### config.mk
export PLATFORM = sky130hd
export DESIGN_NAME = iq_mod_if_flat
export DESIGN_NICKNAME = d
export VERILOG_FILES = /design/src/rtl/iq_mod_pkg.sv /design/src/rtl/iq_mod_if_if.sv /design/src/rtl/iq_mod_fifo.sv /design/src/rtl/iq_mod_if.sv /design/src/flat_wrapper.sv
export SDC_FILE = /design/constraint.sdc
export NUM_CORES = 1
export LEC_CHECK = 0
export CAP_MARGIN = 20
export CORE_ASPECT_RATIO = 0.7
export CORE_UTILIZATION = 58
export DETAILED_ROUTE_END_ITERATION = 7
export PLACE_DENSITY_LB_ADDON = 0.12
export SYNTH_ARGS = -nofsm -noshare
export SYNTH_HDL_FRONTEND = slang
export SYNTH_SLANG_ARGS = --single-unit
### constraint.sdc
create_clock -name clk -period 2.8 [get_ports clk]
set_clock_uncertainty 0.1 [all_clocks]
set_input_delay 0.84 -clock clk [delete_from_list [all_inputs] [get_ports clk]]
set_output_delay 0.84 -clock clk [all_outputs]
set_load 0.01 [all_outputs]
### src/rtl/iq_mod_pkg.sv
// Shared types and helpers for the fs/4 IQ upconverter: sample format, mixer phase,
// saturating negate and the 29/32 gain-compensation scaler.
package iq_mod_pkg;

  localparam int W              = 5;
  localparam int RATE_DIV_DEF   = 5;
  localparam int FIFO_DEPTH_DEF = 4;
  localparam int GW             = W + 5;

  // LSB weight of a sample, for converting to volts in the bench
  localparam real QUANTUM = 0.03226;

  typedef logic signed [W-1:0] sample_t;

  typedef enum logic [1:0] {
    P0 = 2'd0,
    P1 = 2'd1,
    P2 = 2'd2,
    P3 = 2'd3
  } phase_t;

  typedef struct packed {
    sample_t i;
    sample_t q;
  } iq_pair_t;

  localparam sample_t SAMPLE_MAX = {1'b0, {(W-1){1'b1}}};
  localparam sample_t SAMPLE_MIN = {1'b1, {(W-1){1'b0}}};

  // Two's complement negate with -MIN clamped to MAX instead of wrapping
  function automatic sample_t sat_neg(input sample_t x);
    sample_t r;
    if (x == SAMPLE_MIN) begin
      r = SAMPLE_MAX;
    end else begin
      r = sample_t'(-x);
    end
    return r;
  endfunction

  // Scale by 29/32 with half-up rounding; GW bits hold the full product
  function automatic sample_t gain_comp(input sample_t x);
    logic signed [GW-1:0] acc;
    acc = (GW'(x) * GW'(6'sd29)) + GW'(6'sd16);
    acc = acc >>> 3'd5;
    return acc[W-1:0];
  endfunction

endpackage

### src/rtl/iq_mod_if_if.sv
// Baseband input handshake and DAC-side output bundle of the IQ upconverter.
interface iq_mod_if_if;
  import iq_mod_pkg::*;

  logic    BB_valid_i;
  logic    BB_ready_o;
  sample_t I_BB;
  sample_t Q_BB;
  logic    DAC_rdy_o;
  sample_t I_IF;
  sample_t Q_IF;
  logic    underflow_o;

  modport master (
    output BB_valid_i, I_BB, Q_BB,
    input  BB_ready_o, DAC_rdy_o, I_IF, Q_IF, underflow_o
  );

  modport slave (
    input  BB_valid_i, I_BB, Q_BB,
    output BB_ready_o, DAC_rdy_o, I_IF, Q_IF, underflow_o
  );

endinterface

### src/rtl/iq_mod_fifo.sv
// Small synchronous FIFO of {I,Q} pairs; head is visible combinationally on rd_data.
module iq_mod_fifo
  import iq_mod_pkg::*;
#(
  parameter int DEPTH = FIFO_DEPTH_DEF
) (
  input  logic                       clk,
  input  logic                       resetn,
  input  logic                       push,
  input  logic                       pop,
  input  iq_pair_t                   wr_data,
  output iq_pair_t                   rd_data,
  output logic                       full,
  output logic                       empty,
  output logic [$clog2(DEPTH):0]     count
);

  localparam int AW = $clog2(DEPTH);
  localparam int CW = AW + 1;

  iq_pair_t       mem_r [DEPTH];
  logic [AW-1:0]  wr_ptr_r;
  logic [AW-1:0]  rd_ptr_r;
  logic [CW-1:0]  count_r;
  logic           push_ok_s;
  logic           pop_ok_s;

  assign full      = (count_r == CW'(DEPTH));
  assign empty     = (count_r == '0);
  assign count     = count_r;
  assign rd_data   = mem_r[rd_ptr_r];
  assign push_ok_s = push & ~full;
  assign pop_ok_s  = pop & ~empty;

  // Storage, pointers and occupancy; DEPTH is a power of two so pointers wrap naturally
  always_ff @(posedge clk or negedge resetn) begin
    if (!resetn) begin
      wr_ptr_r <= '0;
      rd_ptr_r <= '0;
      count_r  <= '0;
      for (int k = 0; k < DEPTH; k++) begin
        mem_r[k] <= '0;
      end
    end else begin
      if (push_ok_s) begin
        mem_r[wr_ptr_r] <= wr_data;
        wr_ptr_r        <= wr_ptr_r + AW'(1'b1);
      end
      if (pop_ok_s) begin
        rd_ptr_r <= rd_ptr_r + AW'(1'b1);
      end
      case ({push_ok_s, pop_ok_s})
        2'b10:   count_r <= count_r + CW'(1'b1);
        2'b01:   count_r <= count_r - CW'(1'b1);
        default: count_r <= count_r;
      endcase
    end
  end

endmodule

### src/rtl/iq_mod_if.sv
// fs/4 digital IQ upconverter: buffers baseband pairs, rotates them by 0/90/180/270 deg
// per DAC strobe. Define IQ_MOD_GAIN_COMP_EN to apply 29/32 gain compensation.
module iq_mod_if
  import iq_mod_pkg::*;
#(
  parameter int RATE_DIV   = RATE_DIV_DEF,
  parameter int FIFO_DEPTH = FIFO_DEPTH_DEF
) (
  input  logic       clk,
  input  logic       resetn,
  input  logic       tx_en_i,
  iq_mod_if_if.slave bus
);

  localparam int CNT_W = (RATE_DIV > 1) ? $clog2(RATE_DIV) : 1;
  localparam int CW    = $clog2(FIFO_DEPTH) + 1;

  logic [CNT_W-1:0] cnt_r;
  logic             strobe_s;
  logic             push_s;
  logic             pop_s;
  logic             full_s;
  logic             empty_s;
  logic [CW-1:0]    fill_s;
  iq_pair_t         wr_s;
  iq_pair_t         head_s;
  phase_t           phase_r;
  phase_t           phase_nxt_s;
  sample_t          i_mix_s;
  sample_t          q_mix_s;
  sample_t          i_out_s;
  sample_t          q_out_s;
  sample_t          i_if_r;
  sample_t          q_if_r;
  logic             dac_rdy_r;
  logic             underflow_r;

  // Ready is gated by resetn so it drops the instant reset asserts
  assign bus.BB_ready_o = resetn & (fill_s != CW'(FIFO_DEPTH));
  assign push_s         = bus.BB_valid_i & ~full_s;
  assign wr_s           = '{i: bus.I_BB, q: bus.Q_BB};
  assign strobe_s       = tx_en_i & (cnt_r == CNT_W'(RATE_DIV - 1));
  assign pop_s          = strobe_s & ~empty_s;

  iq_mod_fifo #(.DEPTH(FIFO_DEPTH)) u_fifo (
    .clk     (clk),
    .resetn  (resetn),
    .push    (push_s),
    .pop     (pop_s),
    .wr_data (wr_s),
    .rd_data (head_s),
    .full    (full_s),
    .empty   (empty_s),
    .count   (fill_s)
  );

  // DAC rate divider, held at zero while transmit is disabled
  always_ff @(posedge clk or negedge resetn) begin
    if (!resetn) begin
      cnt_r <= '0;
    end else if (!tx_en_i) begin
      cnt_r <= '0;
    end else if (strobe_s) begin
      cnt_r <= '0;
    end else begin
      cnt_r <= cnt_r + CNT_W'(1'b1);
    end
  end

  // Mixer phase state register
  always_ff @(posedge clk or negedge resetn) begin
    if (!resetn) begin
      phase_r <= P0;
    end else begin
      phase_r <= phase_nxt_s;
    end
  end

  // Phase advances on every strobe, underflow included
  always_comb begin
    phase_nxt_s = phase_r;
    if (!tx_en_i) begin
      phase_nxt_s = P0;
    end else if (strobe_s) begin
      case (phase_r)
        P0:      phase_nxt_s = P1;
        P1:      phase_nxt_s = P2;
        P2:      phase_nxt_s = P3;
        P3:      phase_nxt_s = P0;
        default: phase_nxt_s = P0;
      endcase
    end else begin
      phase_nxt_s = phase_r;
    end
  end

  // Multiply by exp(j*pi/2*n): only swaps and saturating negations
  always_comb begin
    i_mix_s = '0;
    q_mix_s = '0;
    case (phase_r)
      P0: begin
        i_mix_s = head_s.i;
        q_mix_s = head_s.q;
      end
      P1: begin
        i_mix_s = sat_neg(head_s.q);
        q_mix_s = head_s.i;
      end
      P2: begin
        i_mix_s = sat_neg(head_s.i);
        q_mix_s = sat_neg(head_s.q);
      end
      P3: begin
        i_mix_s = head_s.q;
        q_mix_s = sat_neg(head_s.i);
      end
      default: begin
        i_mix_s = '0;
        q_mix_s = '0;
      end
    endcase
  end

`ifdef IQ_MOD_GAIN_COMP_EN
  assign i_out_s = gain_comp(i_mix_s);
  assign q_out_s = gain_comp(q_mix_s);
`else
  assign i_out_s = i_mix_s;
  assign q_out_s = q_mix_s;
`endif

  // Output register: loads on strobe, holds otherwise, zeroed while disabled
  always_ff @(posedge clk or negedge resetn) begin
    if (!resetn) begin
      i_if_r      <= '0;
      q_if_r      <= '0;
      dac_rdy_r   <= 1'b0;
      underflow_r <= 1'b0;
    end else if (!tx_en_i) begin
      i_if_r      <= '0;
      q_if_r      <= '0;
      dac_rdy_r   <= 1'b0;
      underflow_r <= 1'b0;
    end else if (strobe_s) begin
      dac_rdy_r   <= 1'b1;
      underflow_r <= empty_s;
      if (empty_s) begin
        i_if_r <= '0;
        q_if_r <= '0;
      end else begin
        i_if_r <= i_out_s;
        q_if_r <= q_out_s;
      end
    end else begin
      dac_rdy_r   <= 1'b0;
      underflow_r <= 1'b0;
    end
  end

  assign bus.I_IF        = i_if_r;
  assign bus.Q_IF        = q_if_r;
  assign bus.DAC_rdy_o   = dac_rdy_r;
  assign bus.underflow_o = underflow_r;

endmodule
### src/flat_wrapper.sv
// flat-port wrapper written by rule: the top's interface ports become plain ports
module iq_mod_if_flat import iq_mod_pkg::*;
#(
  parameter int RATE_DIV   = RATE_DIV_DEF,
  parameter int FIFO_DEPTH = FIFO_DEPTH_DEF
)
  (clk, resetn, tx_en_i, bus_BB_valid_i, bus_I_BB, bus_Q_BB, bus_BB_ready_o, bus_DAC_rdy_o, bus_I_IF, bus_Q_IF, bus_underflow_o);
  iq_mod_if_if bus_i ();
  input  logic clk;
  input  logic resetn;
  input  logic tx_en_i;
  input wire logic [$bits(bus_i.BB_valid_i)-1:0] bus_BB_valid_i;
  input wire logic [$bits(bus_i.I_BB)-1:0] bus_I_BB;
  input wire logic [$bits(bus_i.Q_BB)-1:0] bus_Q_BB;
  output wire logic [$bits(bus_i.BB_ready_o)-1:0] bus_BB_ready_o;
  output wire logic [$bits(bus_i.DAC_rdy_o)-1:0] bus_DAC_rdy_o;
  output wire logic [$bits(bus_i.I_IF)-1:0] bus_I_IF;
  output wire logic [$bits(bus_i.Q_IF)-1:0] bus_Q_IF;
  output wire logic [$bits(bus_i.underflow_o)-1:0] bus_underflow_o;
  assign bus_i.BB_valid_i = bus_BB_valid_i;
  assign bus_i.I_BB = bus_I_BB;
  assign bus_i.Q_BB = bus_Q_BB;
  assign bus_BB_ready_o = bus_i.BB_ready_o;
  assign bus_DAC_rdy_o = bus_i.DAC_rdy_o;
  assign bus_I_IF = bus_i.I_IF;
  assign bus_Q_IF = bus_i.Q_IF;
  assign bus_underflow_o = bus_i.underflow_o;
  iq_mod_if #(.RATE_DIV(RATE_DIV), .FIFO_DEPTH(FIFO_DEPTH)) u_core (.clk(clk), .resetn(resetn), .tx_en_i(tx_en_i), .bus(bus_i));
endmodule
==> impl_metrics.yaml, run 1 <==
place:
  gp_congestion: 0.813
  dp_hpwl_um: 4540
  port_buffers: 26
die:
  initial_utilization_pct: 61.2
  die_y_um: 64.8
  core_area_um2: 5340
  io_pins: 27
  chipWidth_um: 91.7
  dieArea_um2: 5940
  rows: 22
sta:
  hold_viol: 0
  max_freq_mhz: 376
  slew_headroom_pct: 46.4
  tightest_slew_ps: 804
  setup_viol: 0
  drv_slew: 0
  final.setup.tns_ps: 0
  fin_crit_sh_pct: 95.0
  rsz0062_at_grt: "false"
  period_needed_ps: 2660
setup_path:
  cp_max_fo: 2
  cp_top_family: "buffers and inverters"
  start_kind: "primary input"
  crit_type: "primary input to output pin"
  path_buf_inv: 2
  critical_path_arrival_ps: 1720
  crit_slowest_cell: "clkdlybuf4s50_1"
  slowest_delay_ps: 560
  worstPathRequired_ps: 1860
  path_cells: "buf_2, a21boi_0, clkdlybuf4s50_1"
  worstSetupEndpointType: "output pin"
cts:
  cts-resized-gates: 0
  cts.path.max_buffers: 2
  cts_made_buffers: 9
  cts.sink_count: 64
  htree_levels: 3
  insertion_delay_ps: 340
  cts-root-buf: "clkbuf_8"
  clk_pin_slew_worst_paths_ps: 70
  cts_tree: "done"
  cts_setup_buffers: 0
  postCtsHoldBufs: 0
run_status:
  status: "completed"
synth:
  synthArstFlopShare_pct: 100
  synth_area_um2: 3270
  ys_seq_area_share_pct: 49.0
  synth_most_common_cell: "dfrtp_1"
  synth_top_area_cell: "dfrtp_1"
  yosysWarnings: 0
  avgSynthCellArea_um2: 12.3
  synth_top_cell_area_share_pct: 49.0
  synth_cell_types: 40
  synth_common_cells: "dfrtp_1, mux2_2, nand2_1"
  synthCells: 266
  ys.flop_type: "dfrtp_1"
  ys_ff_latch: 64
  synth_area_leaders: "dfrtp_1, mux2_2, mux4_2"
  synth_edf_count: 0
  syn_nets: 294
flow_run:
  drv_cap: 0
route:
  ant_nets: 0
  via_per_inst: 5.84
  wire_per_inst_um: 16.8
  drt_wl_total_um: 6390
  drtPass1Iterations: 4
  drc: 0
  drt_iter0_markers: 180
  via_count: 2220
grt:
  grt_max_degree: 65
  grt_pass1_wl_um: 11000
  gr-total-overflow: 0
  antenna_found_initial: 0
  grt_pass1_vias: 2199
  gr-usage-all-layers_pct: 24.9
pwr:
  finalPower_uw: 4120
  p_leak_uw: 0.00168
  vdd_drop_max_mv: 0.651
  power.density_nw_per_um2: 1060
cells_and_area:
  drive_above_1_share_pct: 26.0
  utilization_pct: 72.5
  nFillCells: 374
  area_growth_pct: 18.5
  finalNetCount: 331
  diodes: 0
min_path:
  min_path_type: "flop to flop"
[per-layer routing]
layer  routed length [µm]  up-vias  track usage (%)  share of wire, %
li1                     -     1034                -                 -
met1                 3140     1129             35.9                49
met2                 2900       50             36.4                45
met3                  291        7             7.98               4.6
met4                   59        0             7.03              0.92
met5                    0        -                0                 0
[metrics by stage]
step / cells / setup WS [ps] / hold slack [ps] / cell area, µm²
after floorplan: 266 / 56.5 / 370 / 3270
after global placement: 364 / -80.3 / 368 / 3640
after detailed placement: 364 / -207 / 374 / 3640
after CTS: 380 / 23.1 / 391 / 3870
after global routing: 380 / 41.7 / 419 / 3870
final: 380 / 139 / 385 / 3870
[registers in the layout, indices dropped and copies added (netlist names)]
register and cells:
u_core.bus.DAC_rdy_o 1, u_core.bus.I_IF 5, u_core.bus.Q_IF 5, u_core.bus.underflow_o 1, u_core.cnt_r 3, u_core.phase_r 2, u_core.u_fifo.count 3, u_core.u_fifo.mem_r 40
u_core.u_fifo.rd_ptr_r 2, u_core.u_fifo.wr_ptr_r 2
[worst min-delay path: cells and delay by family (launching register included)]
kind / cells / cell delay (ps)
flops: 1 / 340
simple gates: 1 / 50
compound gates: 1 / 60
[layout by cell type, fill, tap and decap left out, types with 2 or more instances in the layout]
master,count
clkinvlp_4,3
buf_4,9
and3_1,2
ha_1,13
mux4_2,8
nor3_1,3
o21ai_1,7
mux4_1,2
a221oi_1,3
mux2_2,40
and2_1,5
dfrtp_1,63
nand2b_1,3
o21ai_0,13
a21oi_1,7
inv_1,16
nand2_1,28
bufinv_16,2
nor3b_1,2
a2111oi_1,2
a31oi_1,2
xor2_1,4
a222oi_1,2
nor2b_1,5
a21boi_1,2
mux2i_1,2
a22o_1,2
nor3_2,2
a32oi_1,2
clkdlybuf4s50_1,25
nor2_1,3
xnor2_1,3
clkbuf_8,10
[power breakdown]
group	switching [µW]	leakage [µW]	internal, µW
combinational	848	0.000782	864
clock	366	0.000105	528
sequential	226	0.000794	1290
total	1440	0.00168	2680
[area by class of cell]
type | instances | area [µm²] | share of cell area, %
flip-flops and latches | 64 | 1600 | 41.4
multi-input cells | 177 | 1570 | 40.5
repair buffers | 35 | 323 | 8.34
clock buffers | 10 | 138 | 3.55
clock inverters | 6 | 91.3 | 2.36
well taps | 72 | 90.1 | 2.33
inverters | 16 | 60.1 | 1.55
[final timing paths]
check	startpoint	end	slack [ps]	depth (start not counted)
setup / recovery	resetn	bus_BB_ready_o	140	3
hold / removal	u_core.bus.I_IF[3]	u_core.bus.I_IF[3]	380	2
setup reg to reg	u_core.u_fifo.rd_ptr_r[0]	u_core.bus.Q_IF[4]	280	7
hold reg to reg	u_core.bus.I_IF[3]	u_core.bus.I_IF[3]	380	2
max in group asynchronous	resetn	u_core.u_fifo.rd_ptr_r[0]	1360	2
min in group asynchronous	resetn	u_core.bus.Q_IF[2]	650	2
[cell families (layout without fill, tap and decap cells)]
| group | Yosys count | count (layout) | share of synthesized area (%) |
|---|---|---|---|
| XOR/XNOR | 7 | 7 | 1.88 |
| flip-flops | 64 | 64 | 49.0 |
| multiplexers | 52 | 52 | 21.5 |
| buffers and inverters | 25 | 67 | 3.14 |
| adder cells (fa/ha/maj) | 14 | 14 | 5.59 |
| AND/OR/NAND/NOR | 56 | 56 | 9.00 |
| AO/OA/AOI/OAI | 48 | 48 | 9.84 |
(Power assumes the default switching activity.)
==> run 2, diff against run 1 <==
- ABC_CLOCK_PERIOD_IN_PS: not set -> 2800
- SKIP_CTS_REPAIR_TIMING: not set -> 1
- TNS_END_PERCENT: not set -> 20
==> results of run 2 <==
No change in the layout: final DEF, timing and power equal those of run 1.
==> run 3, diff against run 2 <==
- CORE_MARGIN: not set -> 8
==> run 3 against run 2 <==
Compared with the run above:
- final area decreased by 0.65%
- via count is 0.41% lower
- core utilization fell by 3.6 points
- sequential power down 3%
- largest power group unchanged
- highest routed layer unchanged
==> impl_metrics.yaml, run 3 (synthesis gave the netlist of run 1 again) <==
sta:
  tightest_slew_ps: 808
  final.setup.tns_ps: 0
  period_needed_ps: 2670
  fin_crit_sh_pct: 95.2
  hold_ws_ps: 392
  rsz0062_at_grt: "false"
  hold_viol: 0
  slew_headroom_pct: 46.1
  drv_slew: 0
  setup_viol: 0
  max_freq_mhz: 375
pwr:
  switching_share_pct: 35.4
  p_leak_uw: 0.00168
  power.density_nw_per_um2: 1050
  power_frac_comb_pct: 44.1
  switchingPower_uw: 1430
  finalPower_uw: 4040
  p_int_uw: 2610
  vdd_drop_max_mv: 0.663
  power_frac_clock_pct: 19.4
  sequentialPowerShare_pct: 36.4
cts:
  cts.path.max_buffers: 2
  insertion_delay_ps: 340
  clk_pin_slew_worst_paths_ps: 60
  cts-root-buf: "clkbuf_8"
  cts_tree: "done"
  htree_levels: 3
  cts.sink_count: 64
  cts_made_buffers: 9
die:
  chipWidth_um: 106
  core_area_um2: 5580
  rows: 23
  io_pins: 27
  initial_utilization_pct: 58.5
  dieArea_um2: 8330
  die_y_um: 78.8
route:
  drtPass1Iterations: 5
  drt_wl_total_um: 6570
  ant_nets: 0
  drc: 0
  wire_per_inst_um: 17.2
  via_per_inst: 5.79
  via_count: 2211
  drt_iter0_markers: 90
cells_and_area:
  final_common_cell: "dfrtp_1"
  area_growth_pct: 17.8
  utilization_pct: 68.9
  drive_above_1_share_pct: 25.4
  multi_input_area_um2: 1570
  layout_common_cells: "dfrtp_1, mux2_2, nand2_1, clkdlybuf4s50_1, inv_1"
  diodes: 0
  regMostFlops: "u_core.u_fifo.mem_r"
  nFillCells: 420
  finalNetCount: 332
  seqCellArea_um2: 1600
  largest_reg_flops: 40
  layoutNonFillerInstCount: 382
place:
  placed_cells: 368
  gp_congestion: 0.830
  dp_hpwl_um: 4570
  port_buffers: 26
min_path:
  min_path_type: "flop to flop"
setup_path:
  path_cells: "buf_2, a21boi_0, clkdlybuf4s50_1"
  start_kind: "primary input"
  worstPathRequired_ps: 1860
  slowest_delay_ps: 580
  crit_slowest_cell: "clkdlybuf4s50_1"
  worstSetupEndpointType: "output pin"
  critical_path_arrival_ps: 1730
  cp_max_fo: 2
  crit_type: "primary input to output pin"
grt:
  antenna_found_initial: 0
  grt_pass1_wl_um: 11500
  gr-total-overflow: 0
  grt_pass1_vias: 2240
  gr-usage-all-layers_pct: 17.2
  grt_max_degree: 65
run_status:
  status: "completed"
flow_run:
  drv_cap: 0
-- run 3: final cells by class --
cell class                      instances  area share (%)
Sequential cell                        64            41.6
Multi-Input combinational cell        177            40.7
Timing Repair Buffer                   36            8.59
Clock buffer                           11            3.93
Tap cell                               75            2.44
Inverter                               16            1.56
Clock inverter                          3            1.11
-- run 3: worst max-delay path: cells and delay by family --
family	cells	cell delay, ps
buffers and inverters	2	670
AOI/OAI and AO/OA	1	210
-- run 3: metal layers --
| layer | wire length [µm] | vias to the layer above | track usage, % |
|---|---|---|---|
| li1 | - | 1035 | - |
| met1 | 3170 | 1119 | 24.4 |
| met2 | 3020 | 49 | 24.7 |
| met3 | 277 | 8 | 4.61 |
| met4 | 91 | 0 | 6.71 |
| met5 | 0 | - | 0 |
-- run 3: final timing paths --
check | from | endpoint | slack, ps | cells after the start
setup / recovery | resetn | bus_BB_ready_o | 130 | 3
hold / removal | u_core.bus.Q_IF[0] | u_core.bus.Q_IF[0] | 390 | 1
setup reg to reg | u_core.u_fifo.rd_ptr_r[0] | u_core.bus.Q_IF[4] | 270 | 8
hold reg to reg | u_core.bus.Q_IF[0] | u_core.bus.Q_IF[0] | 390 | 1
max in group asynchronous | resetn | u_core.u_fifo.mem_r[34] | 1470 | 2
min in group asynchronous | resetn | u_core.u_fifo.count[2] | 570 | 2
-- run 3: stage by stage --
stage	setup WS [ps]	cell area, µm²
6_report	135	3850
3_5_place_dp	-143	3650
5_1_grt	75.9	3850
2_1_floorplan	56.5	3270
4_1_cts	133	3840
3_3_place_gp	-117	3650
-- run 3: power groups by stage --
stage	registers, µW	clock network (µW)	logic [µW]
6_report	1470	786	1780
5_1_grt	1530	842	1970
4_1_cts	1470	810	1770
3_5_place_dp	1490	0	1760
3_3_place_gp	1470	0	1720
2_1_floorplan	1430	0	1350
